**config.mk**
```make
export PLATFORM = sky130hd
export DESIGN_NAME = control_pipeline
export DESIGN_NICKNAME = d
export VERILOG_FILES = /design/src/rtl/procesador_pkg.sv /design/src/rtl/detector_riesgos.sv /design/src/rtl/control_pipeline.sv
export SDC_FILE = /design/constraint.sdc
export NUM_CORES = 1
export LEC_CHECK = 0
export ABC_CLOCK_PERIOD_IN_PS = 2250
export BUFFER_PORTS_ARGS = -buffer_cell sky130_fd_sc_hd__buf_2
export CELL_PAD_IN_SITES_DETAIL_PLACEMENT = 2
export CELL_PAD_IN_SITES_GLOBAL_PLACEMENT = 2
export CORE_MARGIN = 2
export CORE_UTILIZATION = 28
export CTS_BUF_LIST = sky130_fd_sc_hd__clkbuf_2 sky130_fd_sc_hd__clkbuf_4 sky130_fd_sc_hd__clkbuf_8
export CTS_CLUSTER_SIZE = 10
export DETAILED_ROUTE_END_ITERATION = 8
export HOLD_SLACK_MARGIN = 0.08
export PLACE_DENSITY = 0.93
export SETUP_SLACK_MARGIN = 0.1
export SLEW_MARGIN = 5
export SYNTH_ARGS = -nofsm -noshare
export SYNTH_HDL_FRONTEND = slang
export SYNTH_SLANG_ARGS = --single-unit
export TNS_END_PERCENT = 1
```
**constraint.sdc**
```tcl
create_clock -name clk -period 2.25 [get_ports clk]
set_input_delay 0.225 -clock clk [delete_from_list [all_inputs] [get_ports clk]]
set_output_delay 0.225 -clock clk [all_outputs]
set_load 0.01 [all_outputs]
```
**src/rtl/procesador_pkg.sv**
```systemverilog
// Shared definitions for the processor pipeline control slice.
// Holds the branch opcode, the zero-register index, the control FSM state
// enumeration and a saturating increment helper used by the wait counter.
package procesador_pkg;

  localparam logic [3:0] OP_BRANCH = 4'b1110;
  localparam logic [3:0] REG_ZERO  = 4'd0;

  typedef enum logic [1:0] {
    RUN      = 2'd0,
    BUBBLE   = 2'd1,
    WAIT_MEM = 2'd2
  } state_t;

  localparam logic [7:0] CNT8_MAX = 8'hFF;

  // Increment an 8-bit count, sticking at the all-ones value
  function automatic logic [7:0] satInc8(input logic [7:0] value);
    if (value == CNT8_MAX) begin
      return value;
    end
    return value + 8'd1;
  endfunction

endpackage

```
**src/rtl/detector_riesgos.sv**
```systemverilog
// Load-use hazard detector.
// Flags a hazard when the instruction in execute is a load whose destination
// (other than the zero register) matches either source register in decode.
import procesador_pkg::*;

module detector_riesgos (
  input  logic       memRead_E,
  input  logic [3:0] rd_E,
  input  logic [3:0] rs1_D,
  input  logic [3:0] rs2_D,
  output logic       hazard
);

  // Pure combinational compare; writes to the zero register never forward
  always_comb begin
    hazard = memRead_E && (rd_E != REG_ZERO) &&
             ((rd_E == rs1_D) || (rd_E == rs2_D));
  end

endmodule

```
**src/rtl/control_pipeline.sv**
```systemverilog
// Pipeline control unit: branch redirect, load-use bubble and memory wait.
// Outputs are combinational from the registered state and current inputs,
// so a taken branch redirects in the same cycle it is seen in execute.
// Optional performance counters (flush_cnt, stall_cnt) are built when the
// macro CONTROL_PIPELINE_PERF_EN is defined.
import procesador_pkg::*;

module control_pipeline #(
  parameter int MEM_TIMEOUT = 255
) (
  input  logic        clk,
  input  logic        rst,
  input  logic [3:0]  opcode_E,
  input  logic        cmpFlag,
  input  logic        memRead_E,
  input  logic [3:0]  rd_E,
  input  logic [3:0]  rs1_D,
  input  logic [3:0]  rs2_D,
  input  logic        memReq_M,
  input  logic        mem_ready,
  output logic        pc_Mux,
  output logic        PC_EN,
  output logic        stage_en,
  output logic        NOP_Mux_F,
  output logic        NOP_Mux,
  output logic        NOP_Mux_E,
  output logic [1:0]  state_o,
  output logic        mem_timeout
`ifdef CONTROL_PIPELINE_PERF_EN
  ,
  output logic [15:0] flush_cnt,
  output logic [15:0] stall_cnt
`endif
);

  localparam logic [1:0] S_RUN      = RUN;
  localparam logic [1:0] S_BUBBLE   = BUBBLE;
  localparam logic [1:0] S_WAIT_MEM = WAIT_MEM;
  localparam logic [7:0] TIMEOUT_LIM = MEM_TIMEOUT[7:0];

  logic [1:0] r_state;
  logic [7:0] r_waitCnt;
  logic       r_timeout;

  logic [1:0] w_stateNext;
  logic [7:0] w_waitCntNext;
  logic [7:0] w_waitCntInc;
  logic       w_timeoutSet;
  logic       w_taken;
  logic       w_hazard;
  logic       w_memStall;

  detector_riesgos u_detector (
    .memRead_E (memRead_E),
    .rd_E      (rd_E),
    .rs1_D     (rs1_D),
    .rs2_D     (rs2_D),
    .hazard    (w_hazard)
  );

  // Branch resolution and memory-stall request decoded from execute/memory
  always_comb begin
    w_taken      = (opcode_E == OP_BRANCH) && cmpFlag;
    w_memStall   = memReq_M && !mem_ready;
    w_waitCntInc = satInc8(r_waitCnt);
  end

  // Next-state and control output decode; reset overrides to the safe squash
  always_comb begin
    pc_Mux        = 1'b0;
    PC_EN         = 1'b1;
    stage_en      = 1'b1;
    NOP_Mux_F     = 1'b0;
    NOP_Mux       = 1'b0;
    NOP_Mux_E     = 1'b0;
    w_stateNext   = S_RUN;
    w_waitCntNext = r_waitCnt;
    w_timeoutSet  = 1'b0;

    case (r_state)
      S_RUN: begin
        if (w_memStall) begin
          PC_EN         = 1'b0;
          stage_en      = 1'b0;
          w_waitCntNext = 8'd0;
          w_stateNext   = S_WAIT_MEM;
        end else if (w_taken) begin
          pc_Mux    = 1'b1;
          NOP_Mux_F = 1'b1;
          NOP_Mux   = 1'b1;
        end else if (w_hazard) begin
          PC_EN       = 1'b0;
          stage_en    = 1'b0;
          NOP_Mux_E   = 1'b1;
          w_stateNext = S_BUBBLE;
        end
      end
      S_BUBBLE: begin
        w_stateNext = S_RUN;
      end
      S_WAIT_MEM: begin
        PC_EN    = 1'b0;
        stage_en = 1'b0;
        if (mem_ready) begin
          w_stateNext = S_RUN;
        end else begin
          w_waitCntNext = w_waitCntInc;
          if (w_waitCntInc == TIMEOUT_LIM) begin
            w_timeoutSet = 1'b1;
            w_stateNext  = S_RUN;
          end else begin
            w_stateNext = S_WAIT_MEM;
          end
        end
      end
      default: begin
        w_stateNext = S_RUN;
      end
    endcase

    if (rst) begin
      pc_Mux    = 1'b0;
      PC_EN     = 1'b0;
      stage_en  = 1'b0;
      NOP_Mux_F = 1'b1;
      NOP_Mux   = 1'b1;
      NOP_Mux_E = 1'b1;
    end
  end

  // State, wait counter and sticky timeout flag
  always_ff @(posedge clk or posedge rst) begin
    if (rst) begin
      r_state   <= S_RUN;
      r_waitCnt <= 8'd0;
      r_timeout <= 1'b0;
    end else begin
      r_state   <= w_stateNext;
      r_waitCnt <= w_waitCntNext;
      r_timeout <= r_timeout | w_timeoutSet;
    end
  end

  assign state_o     = r_state;
  assign mem_timeout = r_timeout;

`ifdef CONTROL_PIPELINE_PERF_EN
  logic [15:0] r_flushCnt;
  logic [15:0] r_stallCnt;

  // Count taken redirects and PC-frozen cycles, both saturating
  always_ff @(posedge clk or posedge rst) begin
    if (rst) begin
      r_flushCnt <= 16'd0;
      r_stallCnt <= 16'd0;
    end else begin
      if (pc_Mux && (r_flushCnt != 16'hFFFF)) begin
        r_flushCnt <= r_flushCnt + 16'd1;
      end
      if (!PC_EN && (r_stallCnt != 16'hFFFF)) begin
        r_stallCnt <= r_stallCnt + 16'd1;
      end
    end
  end

  assign flush_cnt = r_flushCnt;
  assign stall_cnt = r_stallCnt;
`endif

endmodule

```
======== After elaboration in Yosys (flattened, before gate mapping) ========
Cells that the tools add are included.
storage, ports and cells
  register bits ........................... 11
  input bits .............................. 22
  output and inout bits ................... 9
  logic and storage cells ................. 53
cells by class
  $add $sub $neg .......................... 1
  equal/unequal tests ..................... 8
  mux-type cells .......................... 30
  bitwise gates (word level) .............. 1
  reduce and logical (&&, ||, !) cells .... 10
operators by type and width
  operator                                                        count
  8-bit two-way mux                                               4
  1-bit two-way mux                                               20
  8-bit == test (second input constant)                           2
  8-bit case mux with 2 select lines                              1
  8-bit by 1-bit adder with 8-bit output (second input constant)  1
  4-bit == test                                                   2
  2-bit two-way mux                                               3
  4-bit == test (second input constant)                           1
  1-bit logical AND                                               4
  2-bit != test (second input constant)                           2
  2-bit case mux with 2 select lines                              1
  4-bit nonzero test                                              1
  3-bit AND reduction                                             1
  2-bit == test (second input constant)                           1
  2-bit zero test                                                 1
  1-bit case mux with 2 select lines                              1
  2-bit nonzero test                                              1
  1-bit zero test                                                 1
  1-bit logical OR                                                1
  1-bit bitwise OR                                                1

======== Logic depth before layout (Yosys ltp) ========
  depth in word-level cells ............... 8
  gate-level depth with buffers ........... 7

======== Cells and area by module ========
From an unflattened synthesis, not the netlist that was laid out.
unflattened totals
  cells, all modules ...................... 97
  area total of the unflattened synthesis .. 862.1 um^2
by module, submodules not included
  module            times used  cells each  area each (um^2)  sequential area each (um^2)
  control_pipeline  1           85          765.7             275.3
  detector_riesgos  1           12          96.3              0.0

======== Worst setup path after synthesis ========
OpenSTA, ideal clock, no wires.
  path kind ............................... register -> register
  start point ............................. register r_waitCnt[0]
  end point ............................... register r_state[1], in the netlist state_o[1]
  library setup time ...................... 0.140 ns
  arrival time ............................ 1.600 ns
  required time ........................... 2.110 ns
  slack ................................... 0.510 ns
  stages on the path, launching flop included .. 8
  clock period less this slack ............ 1.740 ns
  cell sequence ........................... dfrtp_1 > ha_1 > nand3_1 > or2_1 > buf_6 > mux2i_1 > a2111oi_2 > a31oi_1
on the way
  word-level cells in the longest chain between the ends .. 7
  elaborated cells on any way between the ends .. 9
RTL lines
  item                                                                                            RTL line                 RTL
  start: declaration                                                                              control_pipeline.sv:42   logic [7:0] r_waitCnt;
  start signal: assignment                                                                        control_pipeline.sv:139  r_waitCnt <= w_waitCntNext;
  parallel branches: the longest is 2 deep, another holds 8-bit by 1-bit adder with 8-bit output  -
  8-bit two-way mux (*)                                                                           procesador_pkg.sv:22     return value + 8'd1;
  8-bit == test (*)                                                                               control_pipeline.sv:108  if (w_waitCntInc == TIMEOUT_LIM) begin
  2-bit two-way mux (*)                                                                           control_pipeline.sv:108
  2-bit two-way mux (*)                                                                           control_pipeline.sv:104  if (mem_ready) begin
  2-bit case mux with 2 select lines (*)                                                          control_pipeline.sv:80   case (r_state)
  named net w_stateNext[1]                                                                        control_pipeline.sv:45   logic [1:0] w_stateNext;
  end signal: assignment                                                                          control_pipeline.sv:138  r_state <= w_stateNext;
  end: declaration                                                                                control_pipeline.sv:41   logic [1:0] r_state;
Mark *: on every way through the listed nets, which the timed path passes. The select of a mux whose other input is x is not followed.
A chain may end at the register's enable or synchronous reset.

======== Worst setup path in the final report ========
Same ends and word-level chain as after synthesis.

==> flow_results.xml <==
<?xml version="1.0" encoding="UTF-8"?>
<metrics>
  <group name="worst_setup_path">
    <metric name="cells_traversed_along_the_worst_timing_path" unit="">ha_1 &gt; nand3_1 &gt; or2_1 &gt; mux2i_1 &gt; a2111oi_2 &gt; a31oi_1</metric>
    <metric name="crit_fanout" unit="">7</metric>
    <metric name="critical_path.reg2reg.startpoint" unit="">r_waitCnt[0]$_DFFE_PP0P_</metric>
    <metric name="cp_capture_type" unit="">flip-flop</metric>
    <metric name="crit_path_top_delay_cell" unit="">sky130_fd_sc_hd__dfrtp_1</metric>
    <metric name="timing.critical_path.max_delay_family" unit="">compound AO/OA/AOI/OAI gates</metric>
    <metric name="critical_path_capture_point" unit="">state_o[1]$_DFF_PP0_</metric>
    <metric name="worst-path-buf-inv" unit="">0</metric>
    <metric name="critPathKind" unit="">reg2reg</metric>
    <metric name="timing.critical_path.required" unit="ps">2380</metric>
    <metric name="endpoint_of_the_most_critical_register_to_register_path" unit="">state_o[1]$_DFF_PP0_</metric>
    <metric name="worst-path-stages" unit="">6</metric>
    <metric name="critical_path_source" unit="">r_waitCnt[0]$_DFFE_PP0P_</metric>
    <metric name="setup_slack_reg_to_reg" unit="ps">300</metric>
    <metric name="worst_path_largest_cell_delay" unit="ps">430</metric>
    <metric name="start_kind" unit="">flip-flop</metric>
    <metric name="arrival" unit="ps">2080</metric>
    <metric name="worstRegToRegCells" unit="">6</metric>
  </group>
  <group name="grt">
    <metric name="grt_start_max_net_pins" unit="">13</metric>
    <metric name="antenna_found_initial" unit="">0</metric>
    <metric name="first_pass_grt_wire_length" unit="mm">4.43</metric>
    <metric name="grt_pass1_vias" unit="">994</metric>
    <metric name="grtUsageTotal" unit="%">17.4</metric>
    <metric name="grt_overflow" unit="">0</metric>
  </group>
  <group name="synthesis">
    <metric name="warning_count_from_the_yosys_run" unit="">0</metric>
    <metric name="synth-edff-count" unit="">0</metric>
    <metric name="yosysSeqAreaShare" unit="%">33.7</metric>
    <metric name="synth.lib_cells_used.distinct" unit="">37</metric>
    <metric name="netlist_instances" unit="">97</metric>
    <metric name="postSynth.asyncResetShare" unit="%">100</metric>
    <metric name="syn_avg_cell_area" unit="um^2">8.42</metric>
    <metric name="synth_area" unit="um^2">817</metric>
    <metric name="main_synth_ff_type" unit="">sky130_fd_sc_hd__dfrtp_1</metric>
    <metric name="synth.net_count" unit="">120</metric>
    <metric name="synth_seq_cells" unit="">11</metric>
  </group>
  <group name="sta">
    <metric name="worstMarginPinSlew" unit="ps">576</metric>
    <metric name="finalHoldViolations" unit="">0</metric>
    <metric name="period_minus_slack" unit="ps">1950</metric>
    <metric name="worst_clock_skew" unit="ps">2.66</metric>
    <metric name="slew_violations" unit="">0</metric>
    <metric name="postLayoutSetupSlackWorst" unit="ps">304</metric>
    <metric name="grt_setup_unrepaired" unit="">no</metric>
    <metric name="fmaxAchievable" unit="MHz">514</metric>
    <metric name="post-route-period-util" unit="%">86.5</metric>
    <metric name="fin_tns_setup" unit="ps">0</metric>
    <metric name="final_setup_violation_count" unit="">0</metric>
    <metric name="timing.slew.headroom" unit="%">61.4</metric>
  </group>
  <group name="power_and_ir_drop">
    <metric name="peakVddDrop" unit="V">0.000295</metric>
    <metric name="p_leak" unit="uW">0.000470</metric>
    <metric name="power_density" unit="mW/mm^2">495</metric>
  </group>
  <group name="placed_design">
    <metric name="pre_cts_ws" unit="ps">292</metric>
    <metric name="port_buffers" unit="">30</metric>
    <metric name="detailedPlacementHpwl" unit="mm">2.29</metric>
    <metric name="finalWeightedCongestion" unit="">0.904</metric>
  </group>
  <group name="finish">
    <metric name="nFillCells" unit="">327</metric>
    <metric name="area_occupied_by_multi_input_gates" unit="um^2">504</metric>
    <metric name="mostFrequentLayoutCell" unit="">sky130_fd_sc_hd__buf_2</metric>
    <metric name="antenna_cells" unit="">0</metric>
    <metric name="final_net_count" unit="">153</metric>
    <metric name="register_area" unit="um^2">275</metric>
    <metric name="most_used_cells_in_the_layout_excluding_fill_and_tap_cells" unit="">sky130_fd_sc_hd__buf_2, sky130_fd_sc_hd__nor2_1, sky130_fd_sc_hd__dfrtp_1, sky130_fd_sc_hd__o21ai_0</metric>
    <metric name="syn2layout_area_growth" unit="%">25.3</metric>
    <metric name="share_of_post_route_cells_with_drive_strength_above_1" unit="%">29.5</metric>
  </group>
  <group name="floorplan">
    <metric name="fp.dieArea" unit="mm^2">0.00337</metric>
    <metric name="die-width" unit="um">58.0</metric>
    <metric name="floorplan.die.height" unit="um">58.0</metric>
    <metric name="io_pins" unit="">31</metric>
    <metric name="core.rowCount" unit="">19</metric>
    <metric name="core_region_area" unit="mm^2">0.00276</metric>
    <metric name="floorplan.initialDensity" unit="%">29.6</metric>
  </group>
  <group name="detailed_routing">
    <metric name="drt_iter0_markers" unit="">12</metric>
    <metric name="firstDrtPassIters" unit="">3</metric>
    <metric name="wl_per_cell" unit="um">16.9</metric>
    <metric name="routed-via-count" unit="">880</metric>
    <metric name="ant_nets" unit="">0</metric>
    <metric name="wirelength" unit="mm">2.71</metric>
    <metric name="via_per_inst" unit="">5.50</metric>
    <metric name="drc" unit="">0</metric>
  </group>
  <group name="cts">
    <metric name="worst_skew_pair.late_latency" unit="ps">280</metric>
    <metric name="cts_tree" unit="">yes</metric>
    <metric name="post_cts_resize_count" unit="">0</metric>
    <metric name="root_buffer" unit="">sky130_fd_sc_hd__clkbuf_4</metric>
    <metric name="hold_buffers" unit="">1</metric>
    <metric name="cts_made_buffers" unit="">3</metric>
    <metric name="post-cts-setup-buffers" unit="">0</metric>
    <metric name="tritoncts_num_sinks" unit="">11</metric>
    <metric name="cts_max_path_buffers" unit="">2</metric>
    <metric name="cts_clock_pin_slew_for_the_worst_setup_and_hold_paths" unit="ps">70</metric>
    <metric name="clock_tree.htree_level_count" unit="">1</metric>
  </group>
  <group name="job">
    <metric name="max_cap_violations" unit="">0</metric>
  </group>
  <group name="hold_path">
    <metric name="min-delay-start" unit="">memRead_E</metric>
    <metric name="hold_path_class" unit="">in2reg</metric>
  </group>
  <group name="status">
    <metric name="result_of_the_run" unit="">complete, no violations</metric>
  </group>
</metrics>
-- worst register-to-register path: cells and delay by family, from the launching register on --
kind            cells  cell delay, ps
compound gates      2             490
fa+ha+maj           1             290
flops               1             430
mux                 1             160
simple gates        2             440
-- power breakdown --
| group | internal (uW) | total [uW] | switching [uW] | leakage (uW) |
|---|---|---|---|---|
| clock network | 80.9 | 154 | 73.2 | 0.0000184 |
| registers | 209 | 226 | 16.9 | 0.000150 |
| logic | 54.0 | 127 | 72.7 | 0.000301 |
| total | 344 | 507 | 163 | 0.000470 |
-- layer usage --
metal | vias to the layer above | track usage [%] | wire length [um]
li1 | 416 | - | -
met1 | 426 | 18.2 | 1050
met2 | 33 | 34.1 | 1480
met3 | 5 | 3.35 | 135
met4 | 0 | 5.65 | 42
met5 | - | 0 | 0
-- through the flow --
step | util, % | cells | instance area (um^2) | hold slack [ps] | total power (uW)
finish | 37.1 | 160 | 1020 | 231 | 507
global route | 37.1 | 160 | 1020 | 243 | 535
CTS | 37.1 | 160 | 1020 | 228 | 511
detailed placement | 35.7 | 155 | 983 | 260 | 357
global placement | 35.7 | 155 | 983 | 248 | 343
floorplan | - | 97 | 817 | 90.7 | 300
-- cell type report --
class | count | area share, %
clock buffer | 4 | 2.93
inverter | 2 | 0.733
multi-input combinational | 80 | 49.3
sequential | 11 | 26.9
tap | 31 | 3.79
timing repair buffer | 32 | 16.4
-- worst min-delay path by stage --
stage                                        to  slack (ps)  cells after the start
final                      state_o[0]$_DFF_PP0_         230                      3
after global routing       state_o[0]$_DFF_PP0_         240                      3
after CTS                  state_o[0]$_DFF_PP0_         230                      3
after detailed placement   state_o[0]$_DFF_PP0_         260                      3
after global placement     state_o[0]$_DFF_PP0_         250                      3
after floorplan           mem_timeout$_DFF_PP0_          90                      1
-- registers in the layout, indices dropped and copies added (netlist names) --
signal,flops
mem_timeout,1
r_waitCnt,8
state_o,2
-- synthesized netlist by cell type (2+ instances only) --
cell                       instances  area (um^2)
sky130_fd_sc_hd__buf_4             2         15.0
sky130_fd_sc_hd__dfrtp_1          11          275
sky130_fd_sc_hd__nand2_1           6         22.5
sky130_fd_sc_hd__nor4_1            2         12.5
sky130_fd_sc_hd__a21oi_1           6         30.0
sky130_fd_sc_hd__o211ai_1          2         15.0
sky130_fd_sc_hd__xnor2_1           4         35.0
sky130_fd_sc_hd__and2_1            5         31.3
sky130_fd_sc_hd__nor2_1           11         41.3
sky130_fd_sc_hd__nand3_1           4         20.0
sky130_fd_sc_hd__a31oi_1           3         18.8
sky130_fd_sc_hd__xor2_1            5         43.8
sky130_fd_sc_hd__inv_1             2         7.51
sky130_fd_sc_hd__or2_1             2         12.5
sky130_fd_sc_hd__o21ai_0           9         45.0
sky130_fd_sc_hd__o31ai_1           2         15.0
-- logic make-up (layout without fill, tap and decap cells) --
family,after synthesis,after routing,share of synthesized area [%]
mux,1,1,1.23
xor+xnor,9,9,9.65
flops,11,11,33.7
compound gates,30,30,23.7
buf+inv,6,38,4.59
fa+ha+maj,1,1,1.53
simple gates,39,39,25.6
(Power assumes the default switching activity.)
